===== config.mk =====
export PLATFORM = sky130hd
export DESIGN_NAME = beat_sequencer
export DESIGN_NICKNAME = d
export VERILOG_FILES = /design/src/rtl/baby_pkg.sv /design/src/rtl/beat_sequencer_digit_counter.sv /design/src/rtl/beat_sequencer.sv
export SDC_FILE = /design/constraint.sdc
export NUM_CORES = 1
export LEC_CHECK = 0
export ABC_AREA = 1
export CAP_MARGIN = 20
export CORE_MARGIN = 2
export CORE_UTILIZATION = 45
export DETAILED_ROUTE_END_ITERATION = 12
export GPL_TIMING_DRIVEN = 1
export PLACE_DENSITY = 0.71
export SLEW_MARGIN = 0
export SYNTH_ARGS = -nofsm -noshare
export SYNTH_HDL_FRONTEND = slang
export SYNTH_SLANG_ARGS = --single-unit

===== constraint.sdc =====
create_clock -name clk -period 1.5 [get_ports clk]
set_input_delay 0.225 -clock clk [delete_from_list [all_inputs] [get_ports clk]]
set_output_delay 0.225 -clock clk [all_outputs]
set_load 0.03 [all_outputs]

===== src/rtl/baby_pkg.sv =====
// Shared types and default timing constants for the beat sequencer.
// Provides the beat-state enum and the default digit counts per beat.
package baby_pkg;

    // One beat = WORD_DIGITS data digits followed by BLACKOUT_DIGITS blanking.
    localparam int DEF_WORD_DIGITS     = 32;
    localparam int DEF_BLACKOUT_DIGITS = 4;

    typedef enum logic [1:0] {
        ST_HALT   = 2'd0,
        ST_SCAN1  = 2'd1,
        ST_SCAN2  = 2'd2,
        ST_ACTION = 2'd3
    } beat_state_e;

endpackage


===== src/rtl/beat_sequencer_digit_counter.sv =====
// Digit-period counter: counts 0..LEN-1 while enabled and wraps to 0.
// Ports: clk, rst (async high), clr_i (force 0), en_i (advance),
//        count_o (current), count_nxt_o (value after this clock),
//        tc_o (terminal count, count_o == LEN-1).
module digit_counter #(
    parameter int LEN = 36,
    parameter int W   = $clog2(LEN)
) (
    input  logic         clk,
    input  logic         rst,
    input  logic         clr_i,
    input  logic         en_i,
    output logic [W-1:0] count_o,
    output logic [W-1:0] count_nxt_o,
    output logic         tc_o
);

    localparam logic [W-1:0] LAST = W'(LEN - 1);

    logic [W-1:0] count_q;
    logic [W-1:0] count_d;

    always_comb begin
        count_d = count_q;
        if (clr_i) begin
            count_d = '0;
        end else if (en_i) begin
            count_d = (count_q == LAST) ? '0 : count_q + 1'b1;
        end
    end

    always_ff @(posedge clk or posedge rst) begin
        if (rst) begin
            count_q <= '0;
        end else begin
            count_q <= count_d;
        end
    end

    assign count_o     = count_q;
    assign count_nxt_o = count_d;
    assign tc_o        = (count_q == LAST);

endmodule


===== src/rtl/beat_sequencer.sv =====
// Beat sequencer: steps HALT -> SCAN1 -> SCAN2 -> ACTION, one beat each,
// and emits the CI-increment and staticisor-load strobes.
// Ports: clk, rst (async high), run (free-run level), step (single-step
//        pulse), stop_instr (STP decoded in ACTION); outputs scan1, scan2,
//        ha, halted (state decodes), blackout, digit, ci_inc, stat_load.
module beat_sequencer
    import baby_pkg::*;
#(
    parameter int WORD_DIGITS     = DEF_WORD_DIGITS,
    parameter int BLACKOUT_DIGITS = DEF_BLACKOUT_DIGITS
) (
    input  logic clk,
    input  logic rst,
    input  logic run,
    input  logic step,
    input  logic stop_instr,
    output logic scan1,
    output logic scan2,
    output logic ha,
    output logic blackout,
    output logic [$clog2(WORD_DIGITS+BLACKOUT_DIGITS)-1:0] digit,
    output logic ci_inc,
    output logic stat_load,
    output logic halted
);

    localparam int BEAT_LEN = WORD_DIGITS + BLACKOUT_DIGITS;
    localparam int DW       = $clog2(BEAT_LEN);

    localparam logic [DW-1:0] WD_V = DW'(WORD_DIGITS);

    beat_state_e state_q, state_d;
    logic        stop_q, stop_d;
    logic        stepm_q, stepm_d;

    logic        scan1_q, scan2_q, ha_q, halted_q;
    logic        blackout_q, ci_inc_q, stat_load_q;

    logic [DW-1:0] cnt;
    logic [DW-1:0] cnt_nxt;
    logic          beat_end;

    // Counter is held at 0 while halted so every instruction
    // starts at SCAN1 digit 0.
    digit_counter #(
        .LEN (BEAT_LEN),
        .W   (DW)
    ) u_digit (
        .clk         (clk),
        .rst         (rst),
        .clr_i       (state_q == ST_HALT),
        .en_i        (1'b1),
        .count_o     (cnt),
        .count_nxt_o (cnt_nxt),
        .tc_o        (beat_end)
    );

    always_comb begin
        state_d = state_q;
        stop_d  = stop_q;
        stepm_d = stepm_q;
        unique case (state_q)
            ST_HALT: begin
                stop_d = 1'b0;
                // run wins over step when both are high
                if (run || step) begin
                    state_d = ST_SCAN1;
                    stepm_d = !run;
                end
            end
            ST_SCAN1: begin
                if (beat_end) state_d = ST_SCAN2;
            end
            ST_SCAN2: begin
                if (beat_end) state_d = ST_ACTION;
            end
            ST_ACTION: begin
                if (stop_instr) stop_d = 1'b1;
                if (beat_end) begin
                    // stop_d folds in a STP seen on the final digit
                    if (stop_d || !run || stepm_q) begin
                        state_d = ST_HALT;
                        stepm_d = 1'b0;
                    end else begin
                        state_d = ST_SCAN1;
                    end
                    stop_d = 1'b0;
                end
            end
            default: begin
                state_d = ST_HALT;
                stop_d  = 1'b0;
                stepm_d = 1'b0;
            end
        endcase
    end

    // Outputs are decoded from next state / next digit so they are
    // registered yet aligned with state_q and digit.
    always_ff @(posedge clk or posedge rst) begin
        if (rst) begin
            state_q     <= ST_HALT;
            stop_q      <= 1'b0;
            stepm_q     <= 1'b0;
            scan1_q     <= 1'b0;
            scan2_q     <= 1'b0;
            ha_q        <= 1'b0;
            halted_q    <= 1'b1;
            blackout_q  <= 1'b0;
            ci_inc_q    <= 1'b0;
            stat_load_q <= 1'b0;
        end else begin
            state_q     <= state_d;
            stop_q      <= stop_d;
            stepm_q     <= stepm_d;
            scan1_q     <= (state_d == ST_SCAN1);
            scan2_q     <= (state_d == ST_SCAN2);
            ha_q        <= (state_d == ST_ACTION);
            halted_q    <= (state_d == ST_HALT);
            blackout_q  <= (state_d != ST_HALT) && (cnt_nxt >= WD_V);
            ci_inc_q    <= (state_d == ST_SCAN1) && (cnt_nxt == WD_V);
            stat_load_q <= (state_d == ST_SCAN2) && (cnt_nxt == WD_V);
        end
    end

    assign scan1     = scan1_q;
    assign scan2     = scan2_q;
    assign ha        = ha_q;
    assign halted    = halted_q;
    assign blackout  = blackout_q;
    assign ci_inc    = ci_inc_q;
    assign stat_load = stat_load_q;
    assign digit     = cnt;

endmodule

==> results by stage <==
Global routing:
- The number of global-route vias before repair came to 789.
- The first global-routing pass estimated 3208 um of wire.
- The global-route usage over all layers is 16.40%.
- The initial antenna violation count is 0.
- The total overflow left after global routing is 0.
- Entering global routing, the biggest net connects 18 pins.

Synth:
- By area, the combinational part of the netlist is dominated by simple AND/OR/NAND/NOR gates.
- By area the synthesized netlist is led by sky130_fd_sc_hd__dfrtp_1 41%, sky130_fd_sc_hd__inv_1 8.5%, sky130_fd_sc_hd__ha_1 7.7%.
- The count of state elements after synthesis is 17.
- Counting every instance in the synthesized netlist gives 115.
- Dividing the synthesized area by the synthesized cell count gives 8.432 um^2.
- After Yosys synthesis, full adders, half adders and majority gates account for 7.742% of the synthesized area.
- The post-synthesis cell type with the largest combined area is sky130_fd_sc_hd__dfrtp_1.
- In this run the biggest area consumer among cell types represents 41.29% of the synthesized area.
- After Yosys synthesis, and, or, nand and nor cells account for 31.74% of the synthesized area.
- The synthesized netlist devotes 5.032% of its cell area to compound gates.
- Multiplexer cells account for 0% of the synthesized area.
- Synthesis produced a netlist with a net count of 126.
- The number of warnings reported in the yosys synthesis log is 0.
- The netlist uses 19 different library cells.
- After Yosys synthesis, XOR and XNOR cells account for 1.806% of the synthesized area.
- For this run, the register share of the synthesized area comes to 44.00%.
- The cell area that synthesis handed to floorplanning was 969.7 um^2.

Die:
- The starting density of the core is 48.44%.
- The count of standard-cell rows is 16.
- After floorplanning, the core was sized to cover 2002 um^2.
- The die is 50.42 um wide.
- The die outline height is 50.42 um.
- In this run the count of I/O pins placed on the die edge is 18.
- The die covers 2542 um^2.

Routing:
- The count of antenna-violating nets left after detailed routing is 0.
- Summed over all layers, the routed wires come to 1952 um.
- Summing over every cut layer, the via total after detailed routing is 789.
- Using the TritonRoute via totals, the vias-per-cell ratio works out to 4.509.
- The DRC violations left is 0.
- The iteration-0 DRC count of the detailed router is 5.
- The number of iterations in the first detailed-routing pass is 2.
- Dividing the detail-routed wire length by the instance count gives 11.15 um.

Timing:
- Measured against its own limit, the worst slew margin works out to 79.57%.
- Setup repair after global routing could not meet its margin everywhere.
- The number of endpoints failing setup at the final stage is 0.
- For the pin with the worst max-slew slack, the measured transition is 0.3076 ns.
- The worst hold slack is 0.2463 ns.
- The routed design could run at a clock period as short as 1.484 ns.
- The setup clock skew after layout is 0.001767 ns.
- Timing would allow up to 0.6737 GHz.
- The ratio of final minimum period to clock period is 98.95%.
- The number of pins exceeding their max-slew limit in the final report is 0.
- The final hold violation count is 0.

Finish:
- In the layout the commonest cells are 19 x sky130_fd_sc_hd__inv_1, 15 x sky130_fd_sc_hd__nand2_1, 13 x sky130_fd_sc_hd__dlygate4sd2_1.
- The sequential cells in the finished layout cover a total of 432.9 um^2.
- The antenna diode instance count is 0.
- In the final layout, the multi-input gates occupy 514.2 um^2.
- After the flow finishes, the layout carries non-filler instances totaling 175.
- The post-route standard cell area excluding fillers is 1350 um^2.
- The commonest non-fill, non-tap cell in the layout is sky130_fd_sc_hd__inv_1.
- In the final design database the tool counted 160 nets.
- The ratio of cells with drive above 1 in the final layout is 40.54%.
- The area growth from synthesis to layout is 39.23%.
- The count of fill cells added during filler insertion is 179.
- Measured on the finished design, the core utilization comes to 67.44%.

Clock network:
- The clock latency on the worst-skew pair is 0.28 ns.
- The depth of the CTS H-tree is 1.
- The largest buffer count on any clock path is 2.
- In this run, CTS created clock tree buffers numbering 3.
- After clock tree synthesis, the clock-pin slew on the worst setup and hold paths is 0.10 ns.
- In this run the clock root is driven by a sky130_fd_sc_hd__clkbuf_4.
- Counting every sink on the clock net gives 17.
- TritonCTS built the clock tree.

Power and ir drop:
- The cell area power density is 537.3 nW/um^2.
- The post-layout total power is 725.4 uW.
- The leakage power total is 0.7000 nW.
- Across the VDD grid, the largest voltage drop is 0.5454 mV.

Critical path:
- The type of destination of the critical path is a register.
- The type of the setup path with the least slack is reg -> reg.
- The launch point of the critical path is state_q[0].
- The type of origin of the critical path is a register.
- The worst reg2reg path startpoint is state_q[0].
- The maximum fanout encountered on the critical timing path is 5.
- The required arrival time at the worst endpoint is 1.72 ns.
- Data arrives at the worst endpoint at 1.70 ns.

Job:
- The number of maximum-capacitance violations is 0.

Place:
- The placed instances occupy a cell area of 1249 um^2.
- The HPWL after detailed placement is 1424 um.
- The number of placed instances with taps included is 167.
- At the end of routability-driven placement, the weighted congestion stood at 0.7711.
- The count of buffers from port buffering is 17.

Run status:
- The flow ran to the end, and the final reports show no timing, DRC or antenna violations.

Min path:
- In this run the worst hold path is classified as in -> async.
timing repair:
| action | CTS | global route |
|---|---|---|
| setup buffers | 2 | 2 |
| endpoints found under the setup margin | 16 | 8 |
| hold buffers | 0 | 0 |
| pin swaps | 0 | 9 |
| resized for setup | 15 | 20 |
where the power goes:
| group | leakage, nW | switching [mW] | internal, mW |
|---|---|---|---|
| Clock | 0.0177 | 0.136 | 0.0986 |
| Combinational | 0.485 | 0.0151 | 0.0157 |
| Sequential | 0.197 | 0.000307 | 0.459 |
synthesized netlist by cell type:
master,number
sky130_fd_sc_hd__a21oi_2,1
sky130_fd_sc_hd__nand3_2,5
sky130_fd_sc_hd__inv_1,22
sky130_fd_sc_hd__nand2_4,1
sky130_fd_sc_hd__inv_2,2
sky130_fd_sc_hd__ha_1,6
sky130_fd_sc_hd__or2_1,1
sky130_fd_sc_hd__dfstp_2,1
sky130_fd_sc_hd__nand2_1,17
sky130_fd_sc_hd__nor2_2,7
sky130_fd_sc_hd__nand3_1,4
sky130_fd_sc_hd__nor2_1,12
sky130_fd_sc_hd__nand2_2,8
sky130_fd_sc_hd__o21ai_0,2
sky130_fd_sc_hd__nand3_4,1
sky130_fd_sc_hd__a21oi_1,6
sky130_fd_sc_hd__clkinv_1,1
sky130_fd_sc_hd__dfrtp_1,16
sky130_fd_sc_hd__xor2_1,2
critical path, cell delays in order, from the launching register on:
cell                      delay [ns]
sky130_fd_sc_hd__dfrtp_2        0.42
sky130_fd_sc_hd__inv_2          0.07
sky130_fd_sc_hd__ha_2           0.19
sky130_fd_sc_hd__buf_4          0.13
sky130_fd_sc_hd__nor2_1         0.13
sky130_fd_sc_hd__nand2_1        0.08
sky130_fd_sc_hd__nand2_1        0.07
sky130_fd_sc_hd__nand2_2        0.08
sky130_fd_sc_hd__nand2_4        0.11
sky130_fd_sc_hd__nand2_4        0.05
sky130_fd_sc_hd__nor2_2         0.09
per-stage QoR:
step | setup slack (ns) | setup TNS (ns)
floorplan | 0.009547 | 0
global placement | -0.03867 | -0.04919
detailed placement | -0.06150 | -0.1136
CTS | 0.004174 | 0
global route | -0.07196 | -0.1788
finish | 0.01574 | 0
kinds of logic after synthesis:
group | after synthesis
compound gates | 9
xor+xnor | 2
fa+ha+maj | 6
buf+inv | 25
flops | 17
simple gates | 56
area by class of cell:
type | instances | share of cell area, %
well taps | 27 | 2.502
repair buffers | 29 | 18.07
multi-input cells | 73 | 38.09
inverters | 25 | 7.229
clock inverters | 1 | 0.3707
flip-flops and latches | 17 | 32.07
clock buffers | 3 | 1.668
final timing paths:
kind | end | slack [ns] | depth (start not counted)
max reg2reg | ci_inc | 0.02 | 10
min in group clk | stop_q | 0.49 | 2
min | scan1 | 0.25 | 3
max in group asynchronous | halted | 1.00 | 3
max | ci_inc | 0.02 | 10
min reg2reg | stop_q | 0.49 | 2
routing by layer:
layer / vias up / part of all wire (%) / track usage (%) / routed length, um
met5: - / 0 / 0 / 0
met4: 0 / 0.92 / 4.054 / 18
met3: 2 / 2.0 / 2.083 / 39
met2: 8 / 52 / 29.82 / 1022
met1: 369 / 45 / 20.46 / 871
li1: 410 / - / - / -
registers in the layout (all words and copies together), names as in the netlist:
name,cells
scan2,1
scan1,1
ha,1
ci_inc,1
stat_load,1
state_q,2
u_digit.count_o,6
stop_q,1
stepm_q,1
blackout,1
halted,1
Note: power is estimated with default switching activity, not from simulation.
